**src/rtl/control_unit_p_if.sv**
```systemverilog
// Controller-to-datapath/instruction-memory bundle: fetch inputs, status flag and all decoded controls.
interface control_unit_p_if #(
    parameter int unsigned PC_W      = 7,
    parameter int unsigned RF_ADDR_W = 4,
    parameter int unsigned D_ADDR_W  = 8,
    parameter int unsigned ALU_SEL_W = 3
);
    localparam int unsigned IW = 4 + 3 * RF_ADDR_W;

    logic                   run;
    logic [IW-1:0]          inst_data;
    logic                   rf_ra_zero;
    logic [PC_W-1:0]        pc_out;
    logic [IW-1:0]          ir_out;
    logic [3:0]             state;
    logic [3:0]             next_state;
    logic [D_ADDR_W-1:0]    d_addr;
    logic                   d_wr;
    logic [1:0]             rf_s;
    logic [2*RF_ADDR_W-1:0] rf_w_const;
    logic                   rf_w_en;
    logic [RF_ADDR_W-1:0]   rf_w_addr;
    logic [RF_ADDR_W-1:0]   rf_ra_addr;
    logic [RF_ADDR_W-1:0]   rf_rb_addr;
    logic [ALU_SEL_W-1:0]   alu_s0;
    logic                   halted;
    logic                   illegal;

    modport master (
        input  run, inst_data, rf_ra_zero,
        output pc_out, ir_out, state, next_state, d_addr, d_wr, rf_s, rf_w_const,
               rf_w_en, rf_w_addr, rf_ra_addr, rf_rb_addr, alu_s0, halted, illegal
    );

    modport slave (
        output run, inst_data, rf_ra_zero,
        input  pc_out, ir_out, state, next_state, d_addr, d_wr, rf_s, rf_w_const,
               rf_w_en, rf_w_addr, rf_ra_addr, rf_rb_addr, alu_s0, halted, illegal
    );
endinterface

```
**src/rtl/control_unit_p.sv**
```systemverilog
// Multi-cycle processor controller: PC/IR, fetch with run stall, decode, LDC, JMPZ and illegal-opcode trap.
module control_unit_p #(
    parameter int unsigned PC_W      = 7,
    parameter int unsigned RF_ADDR_W = 4,
    parameter int unsigned D_ADDR_W  = 8,
    parameter int unsigned ALU_SEL_W = 3
) (
    input  logic            clk,
    input  logic            reset,
    control_unit_p_if.master bus
);
    localparam int unsigned R  = RF_ADDR_W;
    localparam int unsigned IW = 4 + 3 * R;

    typedef enum logic [3:0] {
        S_INIT   = 4'd0,  S_FETCH  = 4'd1,  S_DECODE = 4'd2, S_LOAD_A = 4'd3,
        S_LOAD_B = 4'd4,  S_STORE  = 4'd5,  S_ADD    = 4'd6, S_SUB    = 4'd7,
        S_HALT   = 4'd8,  S_LDC    = 4'd9,  S_JMPZ   = 4'd10, S_JWAIT = 4'd11
    } state_e;

    state_e          state_q, state_d;
    logic [PC_W-1:0] pc_q, pc_d;
    logic [IW-1:0]   ir_q, ir_d;
    logic            illegal_q, illegal_d;

    logic [D_ADDR_W-1:0]  d_addr_c;
    logic                 d_wr_c;
    logic [1:0]           rf_s_c;
    logic [2*R-1:0]       rf_w_const_c;
    logic                 rf_w_en_c;
    logic [R-1:0]         rf_w_addr_c, rf_ra_addr_c, rf_rb_addr_c;
    logic [ALU_SEL_W-1:0] alu_s0_c;
    logic                 halted_c;

    logic [3:0]     op;
    logic [R-1:0]   fld_a, fld_b, fld_c;
    logic [2*R-1:0] imm;

    assign op    = ir_q[IW-1 -: 4];
    assign fld_a = ir_q[3*R-1 -: R];
    assign fld_b = ir_q[2*R-1 -: R];
    assign fld_c = ir_q[R-1:0];
    assign imm   = ir_q[2*R-1:0];

    always_ff @(posedge clk) begin
        if (reset) begin
            state_q   <= S_INIT;
            pc_q      <= '0;
            ir_q      <= '0;
            illegal_q <= 1'b0;
        end else begin
            state_q   <= state_d;
            pc_q      <= pc_d;
            ir_q      <= ir_d;
            illegal_q <= illegal_d;
        end
    end

    always_comb begin
        state_d      = state_q;
        pc_d         = pc_q;
        ir_d         = ir_q;
        illegal_d    = illegal_q;
        d_addr_c     = '0;
        d_wr_c       = 1'b0;
        rf_s_c       = 2'd0;
        rf_w_const_c = '0;
        rf_w_en_c    = 1'b0;
        rf_w_addr_c  = '0;
        rf_ra_addr_c = '0;
        rf_rb_addr_c = '0;
        alu_s0_c     = '0;
        halted_c     = 1'b0;
        case (state_q)
            S_INIT: state_d = S_FETCH;
            S_FETCH: begin
                if (bus.run) begin
                    ir_d    = bus.inst_data;
                    pc_d    = pc_q + PC_W'(1);
                    state_d = S_DECODE;
                end
            end
            S_DECODE: begin
                case (op)
                    4'd0:    state_d = S_FETCH;
                    4'd1:    state_d = S_STORE;
                    4'd2:    state_d = S_LOAD_A;
                    4'd3:    state_d = S_ADD;
                    4'd4:    state_d = S_SUB;
                    4'd5:    state_d = S_HALT;
                    4'd6:    state_d = S_LDC;
                    4'd7:    state_d = S_JMPZ;
                    default: begin
                        state_d   = S_HALT;
                        illegal_d = 1'b1;
                    end
                endcase
            end
            S_STORE: begin
                d_addr_c     = imm[D_ADDR_W-1:0];
                rf_ra_addr_c = fld_a;
                d_wr_c       = 1'b1;
                state_d      = S_FETCH;
            end
            S_LOAD_A, S_LOAD_B: begin
                d_addr_c    = imm[D_ADDR_W-1:0];
                rf_s_c      = 2'd1;
                rf_w_addr_c = fld_a;
                rf_w_en_c   = (state_q == S_LOAD_B);
                state_d     = (state_q == S_LOAD_A) ? S_LOAD_B : S_FETCH;
            end
            S_ADD, S_SUB: begin
                rf_ra_addr_c = fld_a;
                rf_rb_addr_c = fld_b;
                rf_w_addr_c  = fld_c;
                alu_s0_c     = (state_q == S_ADD) ? ALU_SEL_W'(1) : ALU_SEL_W'(2);
                rf_w_en_c    = 1'b1;
                state_d      = S_FETCH;
            end
            S_LDC: begin
                rf_w_addr_c  = fld_a;
                rf_s_c       = 2'd2;
                rf_w_const_c = imm;
                rf_w_en_c    = 1'b1;
                state_d      = S_FETCH;
            end
            S_JMPZ: begin
                rf_ra_addr_c = fld_a;
                if (bus.rf_ra_zero) pc_d = imm[PC_W-1:0];
                state_d = S_JWAIT;
            end
            // one idle cycle so instruction memory sees the loaded PC before FETCH
            S_JWAIT: state_d = S_FETCH;
            S_HALT:  halted_c = 1'b1;
            default: state_d = S_INIT;
        endcase
    end

    // controls are gated combinationally so nothing is written during a reset cycle
    assign bus.pc_out     = pc_q;
    assign bus.ir_out     = ir_q;
    assign bus.state      = state_q;
    assign bus.illegal    = illegal_q;
    assign bus.next_state = reset ? S_INIT : state_d;
    assign bus.d_addr     = reset ? '0 : d_addr_c;
    assign bus.d_wr       = reset ? 1'b0 : d_wr_c;
    assign bus.rf_s       = reset ? 2'd0 : rf_s_c;
    assign bus.rf_w_const = reset ? '0 : rf_w_const_c;
    assign bus.rf_w_en    = reset ? 1'b0 : rf_w_en_c;
    assign bus.rf_w_addr  = reset ? '0 : rf_w_addr_c;
    assign bus.rf_ra_addr = reset ? '0 : rf_ra_addr_c;
    assign bus.rf_rb_addr = reset ? '0 : rf_rb_addr_c;
    assign bus.alu_s0     = reset ? '0 : alu_s0_c;
    assign bus.halted     = reset ? 1'b0 : halted_c;
endmodule

```
**src/flat_wrapper.sv**
```systemverilog
// flat-port wrapper written by rule: the top's interface ports become plain ports
module control_unit_p_flat 
#(
    parameter int unsigned PC_W      = 7,
    parameter int unsigned RF_ADDR_W = 4,
    parameter int unsigned D_ADDR_W  = 8,
    parameter int unsigned ALU_SEL_W = 3
)
  (clk, reset, bus_run, bus_inst_data, bus_rf_ra_zero, bus_pc_out, bus_ir_out, bus_state, bus_next_state, bus_d_addr, bus_d_wr, bus_rf_s, bus_rf_w_const, bus_rf_w_en, bus_rf_w_addr, bus_rf_ra_addr, bus_rf_rb_addr, bus_alu_s0, bus_halted, bus_illegal);
  control_unit_p_if #(.PC_W(PC_W), .RF_ADDR_W(RF_ADDR_W), .D_ADDR_W(D_ADDR_W), .ALU_SEL_W(ALU_SEL_W)) bus_i ();
  input  logic clk;
  input  logic reset;
  input wire logic [$bits(bus_i.run)-1:0] bus_run;
  input wire logic [$bits(bus_i.inst_data)-1:0] bus_inst_data;
  input wire logic [$bits(bus_i.rf_ra_zero)-1:0] bus_rf_ra_zero;
  output wire logic [$bits(bus_i.pc_out)-1:0] bus_pc_out;
  output wire logic [$bits(bus_i.ir_out)-1:0] bus_ir_out;
  output wire logic [$bits(bus_i.state)-1:0] bus_state;
  output wire logic [$bits(bus_i.next_state)-1:0] bus_next_state;
  output wire logic [$bits(bus_i.d_addr)-1:0] bus_d_addr;
  output wire logic [$bits(bus_i.d_wr)-1:0] bus_d_wr;
  output wire logic [$bits(bus_i.rf_s)-1:0] bus_rf_s;
  output wire logic [$bits(bus_i.rf_w_const)-1:0] bus_rf_w_const;
  output wire logic [$bits(bus_i.rf_w_en)-1:0] bus_rf_w_en;
  output wire logic [$bits(bus_i.rf_w_addr)-1:0] bus_rf_w_addr;
  output wire logic [$bits(bus_i.rf_ra_addr)-1:0] bus_rf_ra_addr;
  output wire logic [$bits(bus_i.rf_rb_addr)-1:0] bus_rf_rb_addr;
  output wire logic [$bits(bus_i.alu_s0)-1:0] bus_alu_s0;
  output wire logic [$bits(bus_i.halted)-1:0] bus_halted;
  output wire logic [$bits(bus_i.illegal)-1:0] bus_illegal;
  assign bus_i.run = bus_run;
  assign bus_i.inst_data = bus_inst_data;
  assign bus_i.rf_ra_zero = bus_rf_ra_zero;
  assign bus_pc_out = bus_i.pc_out;
  assign bus_ir_out = bus_i.ir_out;
  assign bus_state = bus_i.state;
  assign bus_next_state = bus_i.next_state;
  assign bus_d_addr = bus_i.d_addr;
  assign bus_d_wr = bus_i.d_wr;
  assign bus_rf_s = bus_i.rf_s;
  assign bus_rf_w_const = bus_i.rf_w_const;
  assign bus_rf_w_en = bus_i.rf_w_en;
  assign bus_rf_w_addr = bus_i.rf_w_addr;
  assign bus_rf_ra_addr = bus_i.rf_ra_addr;
  assign bus_rf_rb_addr = bus_i.rf_rb_addr;
  assign bus_alu_s0 = bus_i.alu_s0;
  assign bus_halted = bus_i.halted;
  assign bus_illegal = bus_i.illegal;
  control_unit_p #(.PC_W(PC_W), .RF_ADDR_W(RF_ADDR_W), .D_ADDR_W(D_ADDR_W), .ALU_SEL_W(ALU_SEL_W)) u_core (.clk(clk), .reset(reset), .bus(bus_i));
endmodule
```
**config.mk**
```make
export PLATFORM = sky130hd
export DESIGN_NAME = control_unit_p_flat
export DESIGN_NICKNAME = d
export VERILOG_FILES = /design/src/rtl/control_unit_p_if.sv /design/src/rtl/control_unit_p.sv /design/src/flat_wrapper.sv
export SDC_FILE = /design/constraint.sdc
export NUM_CORES = 1
export LEC_CHECK = 0
export BUFFER_PORTS_ARGS = -buffer_cell sky130_fd_sc_hd__buf_2
export CORE_AREA = 2 2 63 65
export CTS_CLUSTER_SIZE = 40
export DETAILED_ROUTE_END_ITERATION = 16
export DIE_AREA = 0 0 65 67
export PLACE_DENSITY = 0.85
export SLEW_MARGIN = 20
export SYNTH_ARGS = -nofsm -noshare
export SYNTH_HDL_FRONTEND = slang
export SYNTH_SLANG_ARGS = --single-unit
export TNS_END_PERCENT = 5
```
**constraint.sdc**
```tcl
create_clock -name clk -period 4.2 [get_ports clk]
set_input_delay 0.21 -clock clk [delete_from_list [all_inputs] [get_ports clk]]
set_output_delay 0.21 -clock clk [all_outputs]
set_load 0.005 [all_outputs]
```
==> run metrics, run 1 <==
status complete, no violations; Inserted Clock Buffers 3; synth top area cells dfxtp_1, and2_1, nand2_1; syn nets ~250; reg2reg end u_core.bus.pc_out[6]; power per cell area 253 mW/mm^2; Synth Area in Adders 0.00729; Routed WL 4.82 mm; Final #Nets 328; clk slew on worst S/H paths 0.10 ns; Crit Reg-Reg Startpoint u_core.bus.state[3]; Starting Density 0.476; Setup TNS Final 0 ns; antenna diode count 0; critical path data arrival time around 2.2 ns; post-synthesis compound-gate area fraction 0.188; H-tree depth 1; Simple-Gate Fraction of Synth Area 0.370; post-DP HPWL approximately 3.5 mm; Synth top cells by count nand2_1, a21oi_1, dfxtp_1, and2_1, nor2_1; Worst setup SP type flop; Setup WS pre-CTS about 2.2 ns; Core Region 0.00361 mm^2; Highest Clock Rate 0.420 GHz; NetSw 150 uW; delay of the slowest critical-path stage 0.76 ns; GRT Resource Usage Total 0.216; gpl congestion between 0.8 and 0.9; hold path start bus_inst_data[12]; Max Slew Vio Count 0; post-route ant nets 0; Max Cap Violations 0; Hold Path Sink u_core.bus.ir_out[12]; WL/cell 13.6 um; post-synthesis average cell area 7.39 um^2; vias in the first global route about 1700; worst skew pair latency around 0.28 ns; post-CTS setup buffer count 0; number of antenna violations at the first check in global routing 0; post-synthesis register bit count 28; clock buffer depth 2; Post-synth ARST share 0; DR vias/cell 5.26; Crit Path Category reg2out; Post-synth EDFFs 0; I/O Pins 88; first-pass GRT wire length roughly 7.5 mm; largest net degree at the start of global routing 40; Top FF cell, synth dfxtp_1; Via Count 1862; CTS Sinks 28; Worst Hold Class in2reg; YS warnings 0; Clock power frac 0.319; final setup margin 1.82 ns; Crit Path Max Fanout 19; Distinct cells, synth 44; Remaining DRCs 0; worst path cell trace nand2b_1 -> o21a_1 -> nor3_1 -> and2_1 -> buf_2; Worst slew margin 0.510; die width 65 um; internal power between 300 and 400 uW; sequential share of power 0.544; Yosys top cell area share 0.327; count of final setup violators 0; synthesized instance count between 200 and 250; Leak 0.998 nW; post-synthesis mux area share 0.0306; biggest area consumer among synthesized cells dfxtp_1; CTS Root Cell clkbuf_8; sequential fraction of the synthesis area 0.327; Reg2Reg Depth 4; Die Y 67 um; PostCTS Resize Cnt 0; period utilization 0.567; most common cell in the synthesized netlist nand2_1; grt total ovfl 0; post-synthesis xor/xnor area fraction 0.00511; first drt pass iteration count 4; Starting DRT DRC Count 106; RSZ-0062 raised after global routing false; PortBufs 86; setup slack, reg-to-reg 2.16 ns; switching fraction of total power 0.277; WHS Path Cells 3; Worst VDD drop 0.163 mV; number of hold buffers added after cts 0; min Tclk post-route 2.38 ns; largest family of logic cells by synthesized area simple AND/OR/NAND/NOR gates; die area between 0.004 and 0.005 mm^2; Worst Setup End Kind output port; Synth Cell Area 0.00172 mm^2; layout cells sized above 1 0.314; CTS tree done; Overall Power 544 uW; Tightest Pin Transition roughly 0.73 ns; Rows 22; Final Skew about 0.0033 ns; WHS 0.153 ns; Critical Path RT 3.99 ns; Synth-to-Final Area Change 25.2%; Logic pwr share 0.137; slowest cell on the critical path dfxtp_1; Fin. Hold Viols 0
==> registers in the layout, summed over array words and instances, names as in the netlist <==
name	cells
u_core.bus.illegal	1
u_core.bus.ir_out	16
u_core.bus.pc_out	7
u_core.bus.state	4
==> cells in the final DEF, fill, tap and decap left out, types with 2 or more instances in the layout <==
master | Yosys | routed
a21oi_1 | 30 | 30
nor2_1 | 15 | 15
mux2_2 | 2 | 2
o21ai_0 | 14 | 14
nand2b_1 | 5 | 5
and2_1 | 27 | 27
mux2i_1 | 3 | 3
clkbuf_8 | 0 | 4
nand3_1 | 3 | 3
nor3b_1 | 3 | 3
nand2_1 | 42 | 42
buf_2 | 2 | 86
nor2b_1 | 3 | 3
o21a_1 | 2 | 2
dfxtp_1 | 28 | 28
a211oi_1 | 3 | 3
nor4_1 | 3 | 3
inv_1 | 2 | 2
nor3_1 | 9 | 9
and3_1 | 2 | 2
==> routing by layer <==
layer  up-vias  track usage  wire, um
li1        942            -         -
met1       851        0.271      2190
met2        64        0.375      2290
met3         5       0.0355       279
met4         0       0.0718        60
met5         -            0         0
==> stage by stage <==
stage	utilization	instance area, um^2	cells
after floorplan	-	1720	232
after global placement	0.581	2090	350
after detailed placement	0.581	2090	350
after CTS	0.596	2150	354
after global routing	0.596	2150	354
final	0.596	2150	354
==> layout make-up <==
| class | instances | area [um^2] |
|---|---|---|
| Fill cell | 356 | 1460 |
| Multi-Input combinational cell | 186 | 1030 |
| Sequential cell | 28 | 561 |
| Timing Repair Buffer | 86 | 430 |
| Tap cell | 48 | 60.1 |
| Clock buffer | 4 | 55.1 |
| Inverter | 2 | 7.51 |
==> logic make-up (layout without fill, tap and decap cells) <==
logic type      count (synthesis)  in the layout
compound gates                 57             57
xor+xnor                        1              1
fa+ha+maj                       1              1
buf+inv                        18             92
flops                          28             28
mux                             5              5
other cells                     1              1
simple gates                  121            121
==> power groups by stage <==
stage	combinational, mW	clock [mW]	sequential, mW
floorplan	0.0508	0	0.295
finish	0.0744	0.173	0.296
global route	0.0835	0.184	0.298
global placement	0.0733	0	0.301
CTS	0.0745	0.172	0.295
detailed placement	0.0742	0	0.302
==> worst max-delay path, delay by kind of cell, from the launching register on <==
family	cells	cell delay, ns
AOI/OAI and AO/OA	1	0.22
buffers and inverters	1	0.11
DFF	1	0.76
and+or+nand+nor	3	0.80
==> worst max path at each step <==
stage                         from                end  slack [ns]  cells past startpoint
6_report       u_core.bus.state[3]  bus_rf_ra_addr[3]        1.82                      5
5_1_grt        u_core.bus.state[0]  bus_next_state[1]        1.66                      5
4_1_cts        u_core.bus.state[3]  bus_rf_ra_addr[3]        1.85                      5
3_5_place_dp   u_core.bus.state[3]  bus_rf_ra_addr[3]        2.18                      5
3_3_place_gp   u_core.bus.state[0]  bus_next_state[1]        2.23                      5
2_1_floorplan  u_core.bus.state[2]   bus_rf_w_addr[0]        2.71                      5
(Power assumes the default switching activity.)
==> run 2: changes to the inputs <==
--- a/config.mk
+++ b/config.mk
@@ -6,11 +6,11 @@
 export NUM_CORES = 1
 export LEC_CHECK = 0
 export BUFFER_PORTS_ARGS = -buffer_cell sky130_fd_sc_hd__buf_2
-export CORE_AREA = 2 2 63 65
+export CORE_AREA = 2 2 68 70
 export CTS_CLUSTER_SIZE = 40
 export DETAILED_ROUTE_END_ITERATION = 16
-export DIE_AREA = 0 0 65 67
-export PLACE_DENSITY = 0.85
+export DIE_AREA = 0 0 70 72
+export PLACE_DENSITY = 0.78
 export SLEW_MARGIN = 20
 export SYNTH_ARGS = -nofsm -noshare
 export SYNTH_HDL_FRONTEND = slang
==> constraint.sdc (replaced) <==
create_clock -name clk -period 2.1 [get_ports clk]
set_input_delay 0.105 -clock clk [delete_from_list [all_inputs] [get_ports clk]]
set_output_delay 0.105 -clock clk [all_outputs]
set_load 0.005 [all_outputs]
==> run metrics, run 2 (synthesized netlist as in run 1, its figures left out) <==
Worst Hold Class in2reg; Overall Power 1.08 mW (+99%); status complete, no violations; GRT Resource Usage Total 0.182 (-0.0339); number of hold buffers added after cts 0 (unchanged); Final Skew 0.00234 ns (-0.00100 ns); Fin. Hold Viols 0 (unchanged); count of final setup violators 0 (unchanged); Remaining DRCs 0 (unchanged); most used cell, CP a21oi_1; Final #Nets 332 (+1.2%); I/O Pins 88 (unchanged); Routed WL 4.77 mm (-1.1%); area of the multi-input gates 0.00104 mm^2 (+0.48%); first-pass GRT wire length 7.57 mm (+1.5%); WL met2 2.27 mm (-0.87%); Critical Path RT 2.00 ns (-1.99 ns); DR vias/cell 5.12 (-2.6%); WL/cell 13.2 um (-3.2%); power per cell area 494 mW/mm^2 (+95%); period utilization 0.919; CTS Sinks 28 (unchanged); post-route ant nets 0 (unchanged); gpl congestion 0.836 (-0.88%); Max Used Layer met4; WHS 0.0491 ns (-0.104 ns); Worst setup SP type flop; Max Slew Vio Count 0 (unchanged); Starting Density 0.402 (-0.0734); Worst Setup End Kind output port; min Tclk post-route roughly 1.9 ns; worst path cell trace or3b_1 -> a21oi_1 -> o21ai_0 -> a21oi_1 -> buf_2; RSZ-0062 raised after global routing false; clock buffer depth 2 (unchanged); Inserted Clock Buffers 3 (unchanged); first drt pass iteration count 4 (unchanged); post-DP HPWL 3.65 mm (+4.7%); CTS Root Cell clkbuf_8; number of antenna violations at the first check in global routing 0 (unchanged); Highest Clock Rate 0.518 GHz; clk slew on worst S/H paths 0.09 ns (about the same); antenna diode count 0 (unchanged); slowest cell on the critical path dfxtp_2; Crit Path Category reg2out; Fillers 449 (+26%); CTS tree done; delay of the slowest critical-path stage 0.45 ns (-0.31 ns); Max Cap Violations 0 (unchanged); layout cells sized above 1 0.339 (+0.0250); post-route cell area 0.00219 mm^2 (+2.1%); Starting DRT DRC Count 99 (-6.6%); most common cell after layout, fill and taps aside buf_2; critical path data arrival time 1.82 ns (-0.35 ns); die area 0.00504 mm^2 (+16%); Synth-to-Final Area Change 27.9%; grt total ovfl 0 (unchanged); vias in the first global route 1583 (-5.2%); number of flip-flops in the largest register 16 (unchanged); worst skew pair latency 0.28 ns (about the same); DP Area 0.00213 mm^2 (+1.7%); Tightest Pin Transition 0.725 ns (-0.00963 ns); Setup TNS Final 0 ns (unchanged); commonest non-fill, non-tap cells in the layout buf_2, nand2_1, a21oi_1, and2_1, dfxtp_1; Via Count 1854 (-0.43%); Rows 24 (+9.1%); largest net degree at the start of global routing 40 (unchanged); Crit Path Max Fanout 12 (-7); wire length on met3 201 um (-28%); PortBufs 86 (unchanged); Core Region 0.00426 mm^2 (+18%); Leak 1.02 nW (+2.3%); sequential cell area 566 um^2 (+0.89%); die width 70 um (+7.7%); Die Y 72 um (+7.5%); routed metal-1 wirelength 2.24 mm (+2.4%); H-tree depth 1 (unchanged); Worst VDD drop 0.259 mV (+59%); Worst slew margin 0.517 (+0.00642)
run 2: changes by cell type in the layout (fill, tap and decap cells not counted):
cell,change
dfxtp_2,+4
dfxtp_1,-4
buf_4,+4
nor3_1,-1
nor3_2,+1
run 2: through the flow:
| step | instances | setup WS [ns] | util |
|---|---|---|---|
| floorplan | 232 | 0.699 | - |
| global placement | 358 | 0.366 | 0.499 |
| detailed placement | 358 | 0.260 | 0.499 |
| CTS | 362 | 0.0398 | 0.512 |
| global route | 362 | 0.00772 | 0.514 |
| finish | 362 | 0.170 | 0.514 |
run 2: cell type report:
type,instances,share of cell area
multi-input cells,186,0.474
flip-flops and latches,28,0.258
repair buffers,90,0.210
well taps,52,0.0297
clock buffers,4,0.0251
inverters,2,0.00342
run 2: where the power goes:
| part | leakage, nW | internal [mW] | switching [mW] |
|---|---|---|---|
| combinational | 0.763 | 0.0689 | 0.0844 |
| clock | 0.0288 | 0.168 | 0.171 |
| sequential | 0.229 | 0.554 | 0.0373 |
run 2: what timing repair did:
action,in CTS,in global routing
buffers inserted,0,0
gates resized for setup,1,4
endpoints found under the setup margin,4,17
run 2: worst paths after layout:
check                                             end  cells after the start                 from  slack [ns]
worst min register to register     u_core.bus.illegal                      2   u_core.bus.illegal        0.49
worst max-delay path                 bus_rf_w_addr[3]                      5  u_core.bus.state[2]        0.17
worst max register to register   u_core.bus.ir_out[2]                      5  u_core.bus.state[0]        0.49
worst min-delay path            u_core.bus.ir_out[12]                      3    bus_inst_data[12]        0.05
run 2: routing by layer:
| layer | up-vias | GRT usage |
|---|---|---|
| met5 | - | 0 |
| met4 | 0 | 0.0513 |
| met3 | 4 | 0.0292 |
| met2 | 46 | 0.305 |
| met1 | 854 | 0.246 |
| li1 | 950 | - |
run 2: worst max-delay path, delay by kind of cell (launching register included):
family,cells,cell delay [ns]
simple gates,1,0.37
buf+inv,1,0.14
compound gates,3,0.57
flops,1,0.45
